===== config.mk =====
export PLATFORM = sky130hd
export DESIGN_NAME = miner_csr_multi_flat
export DESIGN_NICKNAME = d
export VERILOG_FILES = /design/src/rtl/miner_csr_pkg.sv /design/src/rtl/miner_csr_multi_if.sv /design/src/rtl/miner_soln_fifo.sv /design/src/rtl/miner_csr_multi.sv /design/src/flat_wrapper.sv
export SDC_FILE = /design/constraint.sdc
export NUM_CORES = 2
export LEC_CHECK = 0
export ABC_AREA = 0
export BUFFER_PORTS_ARGS = -buffer_cell sky130_fd_sc_hd__buf_2
export CAP_MARGIN = 0
export CORE_AREA = 2 2 468 470
export DETAILED_ROUTE_END_ITERATION = 8
export DIE_AREA = 0 0 470 472
export GPL_TIMING_DRIVEN = 0
export PLACE_DENSITY_LB_ADDON = 0.08
export SLEW_MARGIN = 20
export SYNTH_ARGS = -nofsm -noshare
export SYNTH_HDL_FRONTEND = slang
export SYNTH_HIERARCHICAL = 1
export SYNTH_SLANG_ARGS = --single-unit

===== constraint.sdc =====
create_clock -name clk -period 76.5 [get_ports clk]
set_input_delay 3.825 -clock clk [delete_from_list [all_inputs] [get_ports clk]]
set_output_delay 3.825 -clock clk [all_outputs]
set_load 0.01 [all_outputs]

===== src/rtl/miner_csr_pkg.sv =====
// Shared constants and types for the multi-core miner CSR block.
package miner_csr_pkg;

    // Widest nonce any build supports; narrower nonces are zero-extended.
    localparam int unsigned NONCE_MAX_W = 128;

    // Word addresses
    localparam logic [4:0] ADDR_STAT   = 5'd0;
    localparam logic [4:0] ADDR_ID     = 5'd1;
    localparam logic [4:0] ADDR_FSTAT  = 5'd2;
    localparam logic [4:0] ADDR_POP    = 5'd3;
    localparam logic [4:0] ADDR_HEAD   = 5'd4;
    localparam logic [4:0] ADDR_HEADER = 5'd8;
    localparam logic [4:0] ADDR_DIFF   = 5'd16;
    localparam logic [4:0] ADDR_START  = 5'd24;
    localparam logic [4:0] ADDR_CTL    = 5'd28;
    localparam logic [4:0] ADDR_ISTAT  = 5'd29;
    localparam logic [4:0] ADDR_PERF   = 5'd30;

    // CTL bit positions
    localparam int unsigned CTL_RUN    = 0;
    localparam int unsigned CTL_TEST   = 1;
    localparam int unsigned CTL_HALT   = 2;
    localparam int unsigned CTL_IRQ_EN = 3;
    localparam logic [31:0] CTL_MASK   = 32'hFFFF_000F;

    // STAT bit positions
    localparam int unsigned STAT_NONEMPTY = 0;
    localparam int unsigned STAT_BUSY     = 1;
    localparam int unsigned STAT_TEST     = 2;

    // FSTAT bit positions
    localparam int unsigned FSTAT_HEAD_LSB = 8;
    localparam int unsigned FSTAT_OVF      = 16;

    // ISTAT bit positions
    localparam int unsigned ISTAT_SOLN = 0;
    localparam int unsigned ISTAT_OVF  = 1;

    localparam logic [31:0] ID_SHA3 = 32'h5348_4133;

    typedef struct packed {
        logic [2:0]             core_id;
        logic [NONCE_MAX_W-1:0] nonce;
    } soln_t;

    // 32-bit word idx of a zero-extended nonce, LSW first.
    function automatic logic [31:0] nonce_word(logic [NONCE_MAX_W-1:0] v, logic [1:0] idx);
        return v[{idx, 5'b00000} +: 32];
    endfunction

endpackage


===== src/rtl/miner_csr_multi_if.sv =====
// Avalon-MM slave bus bundle for the miner CSR block.
interface miner_csr_multi_if;
    logic [4:0]  address;
    logic        read;
    logic        write;
    logic [31:0] writedata;
    logic [31:0] readdata;
    logic        irq;

    modport master (output address, read, write, writedata, input readdata, irq);
    modport slave  (input address, read, write, writedata, output readdata, irq);
endinterface


===== src/rtl/miner_soln_fifo.sv =====
// Synchronous FIFO for solution entries; head is the registered oldest entry.
module miner_soln_fifo #(
    parameter int unsigned WIDTH = 8,
    parameter int unsigned DEPTH = 4,
    localparam int unsigned PTR_W = (DEPTH > 1) ? $clog2(DEPTH) : 1,
    localparam int unsigned CNT_W = $clog2(DEPTH + 1)
) (
    input  logic             clk,
    input  logic             rst,
    input  logic             push,
    input  logic [WIDTH-1:0] push_data,
    input  logic             pop,
    output logic             full,
    output logic             empty,
    output logic [CNT_W-1:0] count,
    output logic [WIDTH-1:0] head
);

    logic [WIDTH-1:0] mem_q [DEPTH];
    logic [PTR_W-1:0] wr_ptr_q, rd_ptr_q;
    logic [CNT_W-1:0] count_q, count_d;
    logic             push_ok, pop_ok;

    assign full    = (count_q == CNT_W'(DEPTH));
    assign empty   = (count_q == '0);
    assign push_ok = push & ~full;
    assign pop_ok  = pop & ~empty;
    assign count   = count_q;
    assign head    = mem_q[rd_ptr_q];

    // Storage write; no reset needed since empty gates all use of the contents.
    always_ff @(posedge clk) begin
        if (push_ok) begin
            mem_q[wr_ptr_q] <= push_data;
        end
    end

    // Occupancy after this cycle's push/pop.
    always_comb begin
        count_d = count_q;
        if (push_ok && !pop_ok) begin
            count_d = count_q + CNT_W'(1);
        end else if (pop_ok && !push_ok) begin
            count_d = count_q - CNT_W'(1);
        end
    end

    // Pointers wrap naturally because DEPTH is a power of two.
    always_ff @(posedge clk or posedge rst) begin
        if (rst) begin
            wr_ptr_q <= '0;
            rd_ptr_q <= '0;
            count_q  <= '0;
        end else begin
            if (push_ok) wr_ptr_q <= wr_ptr_q + PTR_W'(1);
            if (pop_ok)  rd_ptr_q <= rd_ptr_q + PTR_W'(1);
            count_q <= count_d;
        end
    end

endmodule


===== src/rtl/miner_csr_multi.sv =====
// Avalon-MM CSR block for NUM_CORES parallel SHA3 miner cores.
// Optional build macro MINER_PERF_CNT_EN adds a saturating busy-cycle counter at word 30.
module miner_csr_multi
    import miner_csr_pkg::*;
#(
    parameter int unsigned NUM_CORES  = 4,
    parameter int unsigned NONCE_W    = 64,
    parameter int unsigned SOLN_DEPTH = 4,
    parameter int unsigned CLK_MHZ    = 60,
    parameter int unsigned MAJ_VER    = 1,
    parameter int unsigned MIN_VER    = 0
) (
    input  logic                           clk,
    input  logic                           rst,
    miner_csr_multi_if.slave               bus,
    output logic [255:0]                   core_header,
    output logic [255:0]                   core_difficulty,
    output logic [NUM_CORES*NONCE_W-1:0]   core_start_nonce,
    output logic [7:0]                     core_stride,
    output logic [18:0]                    core_ctl,
    input  logic [NUM_CORES-1:0]           core_found,
    input  logic [NUM_CORES*NONCE_W-1:0]   core_soln,
    input  logic [NUM_CORES-1:0]           core_busy
);

    localparam int unsigned NW    = NONCE_W / 32;
    localparam int unsigned CNT_W = $clog2(SOLN_DEPTH + 1);

    logic [31:0]          header_q [8];
    logic [31:0]          diff_q [8];
    logic [NONCE_W-1:0]   start_q;
    logic [31:0]          ctl_q;
    logic                 ovf_q;
    logic                 irq_q;
    logic [31:0]          readdata_q;
    logic [31:0]          rd_data;
    logic [31:0]          perf_val;

    logic [NUM_CORES-1:0] pending_q, pending_d;
    logic [NONCE_W-1:0]   cap_q [NUM_CORES];
    logic [2:0]           rr_q, rr_d;
    logic                 grant_vld, grant_ok, ovf_evt;
    logic [2:0]           grant_idx;
    logic [NONCE_W-1:0]   grant_nonce;

    soln_t                push_entry, head_entry;
    logic                 fifo_full, fifo_empty, fifo_pop;
    logic [CNT_W-1:0]     fifo_count;

    logic                 wr_ctl, run_start;
    logic [31:0]          stat, fstat, istat;

    assign wr_ctl    = bus.write && (bus.address == ADDR_CTL);
    assign run_start = wr_ctl && bus.writedata[CTL_RUN] && !ctl_q[CTL_RUN];
    assign fifo_pop  = bus.write && (bus.address == ADDR_POP);

    // Broadcast outputs; header word at address 8 lands in the MSBs.
    for (genvar g = 0; g < 8; g++) begin : g_bcast
        assign core_header[255-32*g -: 32]     = header_q[g];
        assign core_difficulty[255-32*g -: 32] = diff_q[g];
    end

    for (genvar i = 0; i < NUM_CORES; i++) begin : g_nonce
        assign core_start_nonce[i*NONCE_W +: NONCE_W] = start_q + NONCE_W'(i);
    end

    assign core_stride = 8'(NUM_CORES);
    assign core_ctl    = {ctl_q[31:24], ctl_q[23:16], ctl_q[CTL_HALT], ctl_q[CTL_TEST],
                          ctl_q[CTL_RUN]};

    // Round-robin: lowest pending index at or above rr_q, else lowest pending overall.
    always_comb begin
        grant_vld = 1'b0;
        grant_idx = '0;
        for (int k = NUM_CORES - 1; k >= 0; k--) begin
            if (pending_q[k]) begin
                grant_vld = 1'b1;
                grant_idx = 3'(k);
            end
        end
        for (int k = NUM_CORES - 1; k >= 0; k--) begin
            if (pending_q[k] && (3'(k) >= rr_q)) begin
                grant_idx = 3'(k);
            end
        end
        grant_ok = grant_vld & ~fifo_full;
        rr_d = rr_q;
        if (grant_ok) begin
            rr_d = (grant_idx == 3'(NUM_CORES - 1)) ? 3'd0 : grant_idx + 3'd1;
        end
    end

    // Pending flags; a found on the granted core re-arms it without counting as overflow.
    always_comb begin
        pending_d   = pending_q;
        ovf_evt     = 1'b0;
        grant_nonce = '0;
        for (int k = 0; k < NUM_CORES; k++) begin
            if (grant_idx == 3'(k)) grant_nonce = cap_q[k];
            pending_d[k] = core_found[k] |
                           (pending_q[k] & ~(grant_ok && (grant_idx == 3'(k))));
            if (core_found[k] && pending_q[k] && !(grant_ok && (grant_idx == 3'(k)))) begin
                ovf_evt = 1'b1;
            end
        end
        push_entry.core_id = grant_idx;
        push_entry.nonce   = NONCE_MAX_W'(grant_nonce);
    end

    // Capture stage state and arbiter pointer.
    always_ff @(posedge clk or posedge rst) begin
        if (rst) begin
            pending_q <= '0;
            rr_q      <= '0;
            for (int k = 0; k < NUM_CORES; k++) cap_q[k] <= '0;
        end else begin
            pending_q <= pending_d;
            rr_q      <= rr_d;
            for (int k = 0; k < NUM_CORES; k++) begin
                if (core_found[k]) cap_q[k] <= core_soln[k*NONCE_W +: NONCE_W];
            end
        end
    end

    miner_soln_fifo #(
        .WIDTH ($bits(soln_t)),
        .DEPTH (SOLN_DEPTH)
    ) u_fifo (
        .clk       (clk),
        .rst       (rst),
        .push      (grant_ok),
        .push_data (push_entry),
        .pop       (fifo_pop),
        .full      (fifo_full),
        .empty     (fifo_empty),
        .count     (fifo_count),
        .head      (head_entry)
    );

    // Host-writable configuration registers.
    always_ff @(posedge clk or posedge rst) begin
        if (rst) begin
            start_q <= '0;
            ctl_q   <= '0;
            for (int k = 0; k < 8; k++) begin
                header_q[k] <= '0;
                diff_q[k]   <= '0;
            end
        end else if (bus.write) begin
            if (bus.address[4:3] == 2'b01) header_q[bus.address[2:0]] <= bus.writedata;
            if (bus.address[4:3] == 2'b10) diff_q[bus.address[2:0]]   <= bus.writedata;
            if (bus.address[4:2] == ADDR_START[4:2]) begin
                for (int k = 0; k < NW; k++) begin
                    if (bus.address[1:0] == 2'(k)) start_q[k*32 +: 32] <= bus.writedata;
                end
            end
            if (wr_ctl) ctl_q <= bus.writedata & CTL_MASK;
        end
    end

    // Sticky overflow; a new overflow in the clearing cycle wins.
    always_ff @(posedge clk or posedge rst) begin
        if (rst) begin
            ovf_q <= 1'b0;
        end else if (ovf_evt) begin
            ovf_q <= 1'b1;
        end else if (bus.write && (bus.address == ADDR_ISTAT) && bus.writedata[ISTAT_OVF]) begin
            ovf_q <= 1'b0;
        end
    end

`ifdef MINER_PERF_CNT_EN
    logic [31:0] perf_q;

    // Saturating busy-cycle counter, restarted by each run 0->1 write.
    always_ff @(posedge clk or posedge rst) begin
        if (rst) begin
            perf_q <= '0;
        end else if (run_start) begin
            perf_q <= '0;
        end else if ((|core_busy) && (perf_q != 32'hFFFF_FFFF)) begin
            perf_q <= perf_q + 32'd1;
        end
    end

    assign perf_val = perf_q;
`else
    assign perf_val = 32'd0;
`endif

    assign stat  = {8'(NUM_CORES), 4'(MIN_VER), 4'(MAJ_VER), 8'(CLK_MHZ), 5'b0,
                    ctl_q[CTL_TEST], |core_busy, ~fifo_empty};
    assign fstat = {15'b0, ovf_q, 5'b0, (fifo_empty ? 3'd0 : head_entry.core_id), 3'b0,
                    5'(fifo_count)};
    assign istat = {30'b0, ovf_q, ~fifo_empty};

    // Read mux built from current register values, so read-during-write returns old data.
    always_comb begin
        rd_data = '0;
        case (bus.address[4:3])
            2'b00: begin
                if (bus.address[2]) begin
                    if (!fifo_empty) rd_data = nonce_word(head_entry.nonce, bus.address[1:0]);
                end else begin
                    case (bus.address[1:0])
                        2'd0:    rd_data = stat;
                        2'd1:    rd_data = ID_SHA3;
                        2'd2:    rd_data = fstat;
                        default: rd_data = '0;
                    endcase
                end
            end
            2'b01: rd_data = header_q[bus.address[2:0]];
            2'b10: rd_data = diff_q[bus.address[2:0]];
            default: begin
                if (!bus.address[2]) begin
                    rd_data = nonce_word(NONCE_MAX_W'(start_q), bus.address[1:0]);
                end else begin
                    case (bus.address[1:0])
                        2'd0:    rd_data = ctl_q;
                        2'd1:    rd_data = istat;
                        2'd2:    rd_data = perf_val;
                        default: rd_data = '0;
                    endcase
                end
            end
        endcase
    end

    // Registered read data (held between reads) and level interrupt.
    always_ff @(posedge clk or posedge rst) begin
        if (rst) begin
            readdata_q <= '0;
            irq_q      <= 1'b0;
        end else begin
            if (bus.read) readdata_q <= rd_data;
            irq_q <= ctl_q[CTL_IRQ_EN] & (~fifo_empty | ovf_q);
        end
    end

    assign bus.readdata = readdata_q;
    assign bus.irq      = irq_q;

endmodule


===== src/flat_wrapper.sv =====
// flat-port wrapper written by rule: the top's interface ports become plain ports
module miner_csr_multi_flat import miner_csr_pkg::*;
#(
    parameter int unsigned NUM_CORES  = 4,
    parameter int unsigned NONCE_W    = 64,
    parameter int unsigned SOLN_DEPTH = 4,
    parameter int unsigned CLK_MHZ    = 60,
    parameter int unsigned MAJ_VER    = 1,
    parameter int unsigned MIN_VER    = 0
)
  (clk, rst, core_header, core_difficulty, core_start_nonce, core_stride, core_ctl, core_found, core_soln, core_busy, bus_address, bus_read, bus_write, bus_writedata, bus_readdata, bus_irq);
  miner_csr_multi_if bus_i ();
  input  logic clk;
  input  logic rst;
  output logic [255:0] core_header;
  output logic [255:0] core_difficulty;
  output logic [NUM_CORES*NONCE_W-1:0] core_start_nonce;
  output logic [7:0] core_stride;
  output logic [18:0] core_ctl;
  input  logic [NUM_CORES-1:0] core_found;
  input  logic [NUM_CORES*NONCE_W-1:0] core_soln;
  input  logic [NUM_CORES-1:0] core_busy;
  input wire logic [$bits(bus_i.address)-1:0] bus_address;
  input wire logic [$bits(bus_i.read)-1:0] bus_read;
  input wire logic [$bits(bus_i.write)-1:0] bus_write;
  input wire logic [$bits(bus_i.writedata)-1:0] bus_writedata;
  output wire logic [$bits(bus_i.readdata)-1:0] bus_readdata;
  output wire logic [$bits(bus_i.irq)-1:0] bus_irq;
  assign bus_i.address = bus_address;
  assign bus_i.read = bus_read;
  assign bus_i.write = bus_write;
  assign bus_i.writedata = bus_writedata;
  assign bus_readdata = bus_i.readdata;
  assign bus_irq = bus_i.irq;
  miner_csr_multi #(.NUM_CORES(NUM_CORES), .NONCE_W(NONCE_W), .SOLN_DEPTH(SOLN_DEPTH), .CLK_MHZ(CLK_MHZ), .MAJ_VER(MAJ_VER), .MIN_VER(MIN_VER)) u_core (.clk(clk), .rst(rst), .bus(bus_i), .core_header(core_header), .core_difficulty(core_difficulty), .core_start_nonce(core_start_nonce), .core_stride(core_stride), .core_ctl(core_ctl), .core_found(core_found), .core_soln(core_soln), .core_busy(core_busy));
endmodule

==> metrics.cfg <==
[yosys]
synth-compound-area-share_pct=3.69
synth_top_family_by_area=multiplexers
ys_ff_latch=1423
synth_top_area_cell=dfrtp_1
synth.area.mux_share_pct=25.4
synth-edff-count=524
syn_avg_cell_area_um2=14.8
ys_seq_area_share_pct=59.1
synth-simple-area-share_pct=5.76
synth.top_cell.area_share_pct=34.8
ys_warn_count=6
yosysMostFrequentCell=dfrtp_1
ys_types=64
synth.area.top_cells=dfrtp_1 35%, edfxtp_1 24%, mux2_2 15%
synthFlopType=dfrtp_1
async_reset_ff_share_pct=63.2
synthesis.area_um2=64600
synthAdderAreaFrac_pct=0.283
synth_cells=4374
synthTopCellsByCount=899 x dfrtp_1, 860 x mux2_2, 524 x edfxtp_1, 288 x nand2_1, 281 x mux4_2
synth_xor_area_share_pct=2.57

[clocking]
clk_latency_ns=0.83
h-tree-depth=4
path_clk_slew_ns=0.06
cts_resized=0
post_cts_buffers=0
cts-root-buf=clkbuf_16
numCtsBuffers=172
cts_tree=done
cts_sinks=1423
clockBufferDepth=3
cts_hold_buf=0

[run]
cap_viol_max_count=0

[global_route]
antenna_found_initial=102
track_usage_pct=28.4
grt_pass1_wl_um=428000
grt_max_degree=94
grt_pass1_vias=46400
grt_remaining_overflow=0

[setup_path]
cp_data_required_time_ns=72.68
path_cells=inv_1 -> ha_1 -> nor2_2 -> nand4_1 -> nor4_1 -> xor2_1 -> buf_2
path_buf_inv=2
rrSetupSlack_ns=71.80
crit_family=simple AND/OR/NAND/NOR gates
cp_max_fo=9
r2r-start=u_core/rr_q[1]
worstRegToRegCells=11
slowest_delay_ns=0.73
startpoint_type=flip-flop
regToRegEndpoint=u_core/u_fifo/mem_q[0][29]
cp.arrival_ns=4.51
endpoint_kind=output pin
worstSetupPathType=reg -> out
crit_slowest_cell=nand4_1

[power]
swShare_pct=37.3
p_sw_mw=1.15
leakage_nw=34.6
sequentialPowerShare_pct=38.3
power_frac_comb_pct=35.4
ir_worst_vdd_mv=0.0282
p_per_area_nw_per_um2=38.0
clkPwrFrac_pct=26.3
internal_power_mw=1.93

[final_layout]
fin_nets=6264
stdcell_count=8970
drive_gt1_share_pct=45.3
area_delta_synth_final_pct=25.5

[floorplan]
start_util_pct=29.9
num_io_pins=1133
chipHeight_um=472
fp.dieW_um=470
die-area_um2=222000
fp-row-count=171
core_um2=217000

[min_path]
hp-class=reg -> reg
min_to=u_core/cap_q[134]
holdPathStages=1
min_from=u_core/cap_q[134]

[sta]
finalMaxSlewViolations=0
setup_viol=0
finalHoldViolCount=0
fin_skew_ns=0.0497
fin_crit_ns=8.34
max_freq_ghz=0.120
fin_tns_setup_ns=0
rsz0062_at_grt=false
worstMarginPinSlew_ns=1.21
slew_headroom_pct=19.1
post-route-period-util_pct=10.9

[drt]
wl_per_cell_um=35.9
drt_wl_total_um=322000
via_count=46100
viasPerCell=5.14
ant_nets=0
drc_errors=0
first_pass_iters=6
drtIter0Drc=3787

[place]
globalplace.congestion=0.976
post-dp-hpwl_um=251000
dpl.cell_count=8625
numPortBuffers=1099

[status]
status=complete, no violations

==> stage by stage <==
step	area [um2]	utilization, %	power, mW	hold slack, ns	worst slack, ns
floorplan	65600	-	1.74	0.474	47.60
global placement	74700	34.5	2.30	0.489	33.13
detailed placement	75500	34.9	2.30	0.495	68.99
CTS	81100	37.4	3.13	0.509	68.08
global route	81100	37.5	3.22	0.521	68.04
finish	81100	37.5	3.08	0.504	68.16
==> worst register-to-register path: cells and delay by family (launching register included) <==
| kind | cells | cell delay, ns |
|---|---|---|
| flip-flops | 1 | 0.44 |
| multiplexers | 1 | 0.36 |
| AND/OR/NAND/NOR | 1 | 0.17 |
| buffers and inverters | 3 | 1.70 |
| adder cells (fa/ha/maj) | 1 | 0.30 |
| AO/OA/AOI/OAI | 5 | 1.39 |
==> placed cells by master (no fill, tap or decap), types with 14 or more instances in the layout <==
cell type,count
buf_2,1228
dfrtp_1,899
mux2_2,860
edfxtp_1,524
nand2_1,288
mux4_2,281
conb_1,268
clkbuf_1,228
clkbuf_16,175
a21oi_1,173
nor2_1,124
xor2_1,106
o21ai_0,95
xnor2_1,84
nand3b_1,66
buf_4,55
nand3_1,55
nor3_1,44
nand4_1,44
a22oi_1,40
buf_1,35
mux2i_1,33
clkbuf_8,27
diode_2,25
inv_1,23
a31oi_1,23
buf_16,21
clkinv_2,19
nor4_1,17
clkinv_1,15
buf_6,15
and3_1,14
==> flip-flops by register name (all words and copies together) (netlist names), 3 cells and up <==
signal                  flops
u_core/pending_q            4
u_core/bus.readdata        32
u_core/start_q             64
u_core/ctl_q               20
u_core/core_difficulty    256
u_core/core_header        256
u_core/u_fifo/mem_q       524
u_core/u_fifo/count         3
u_core/cap_q              256
==> final cells by class <==
type                       count  area, um2
antenna                       25       62.6
buffer                       402       1980
clock buffer                 267       4990
clock inverter                53        542
fill                       21200     135000
inverter                      24       97.6
multi-input combinational   2791      25400
sequential                  1423      38200
tap                         2854       3570
timing repair buffer        1131       6240
==> cells by family (layout without fill, tap and decap cells) <==
group,count (synthesis),count (layout)
other cells,2,293
compound gates,404,404
flops,1423,1423
simple gates,736,736
xor+xnor,190,190
mux,1179,1179
fa+ha+maj,14,14
buf+inv,426,1877
==> per-layer routing <==
metal | vias up | GRT usage, % | share of wire [%]
li1 | 19300 | - | -
met1 | 24200 | 33.1 | 38
met3 | 678 | 8.00 | 7.5
met4 | 142 | 16.8 | 7.0
met2 | 1891 | 46.6 | 47
met5 | - | 0 | 0.26
==> power by group through the flow <==
stage / clock network (mW) / registers (mW) / logic [mW]
after floorplan: 0 / 1.21 / 0.529
after global placement: 0 / 1.22 / 1.08
after detailed placement: 0 / 1.19 / 1.11
after CTS: 0.834 / 1.18 / 1.11
after global routing: 0.862 / 1.20 / 1.16
final: 0.811 / 1.18 / 1.09
==> how the worst max path moves through the flow <==
stage / from / cells past startpoint / slack (ns) / to
after CTS: u_core/start_q[1] / 7 / 68.08 / core_start_nonce[248]
final: u_core/start_q[1] / 7 / 68.16 / core_start_nonce[240]
after detailed placement: u_core/start_q[1] / 7 / 68.99 / core_start_nonce[248]
after global routing: u_core/start_q[0] / 8 / 68.04 / core_start_nonce[248]
after global placement: rst / 2 / 33.13 / u_core/start_q[4]
after floorplan: rst / 1 / 47.60 / u_core/bus.irq
Power figures use the tool's default switching activity.
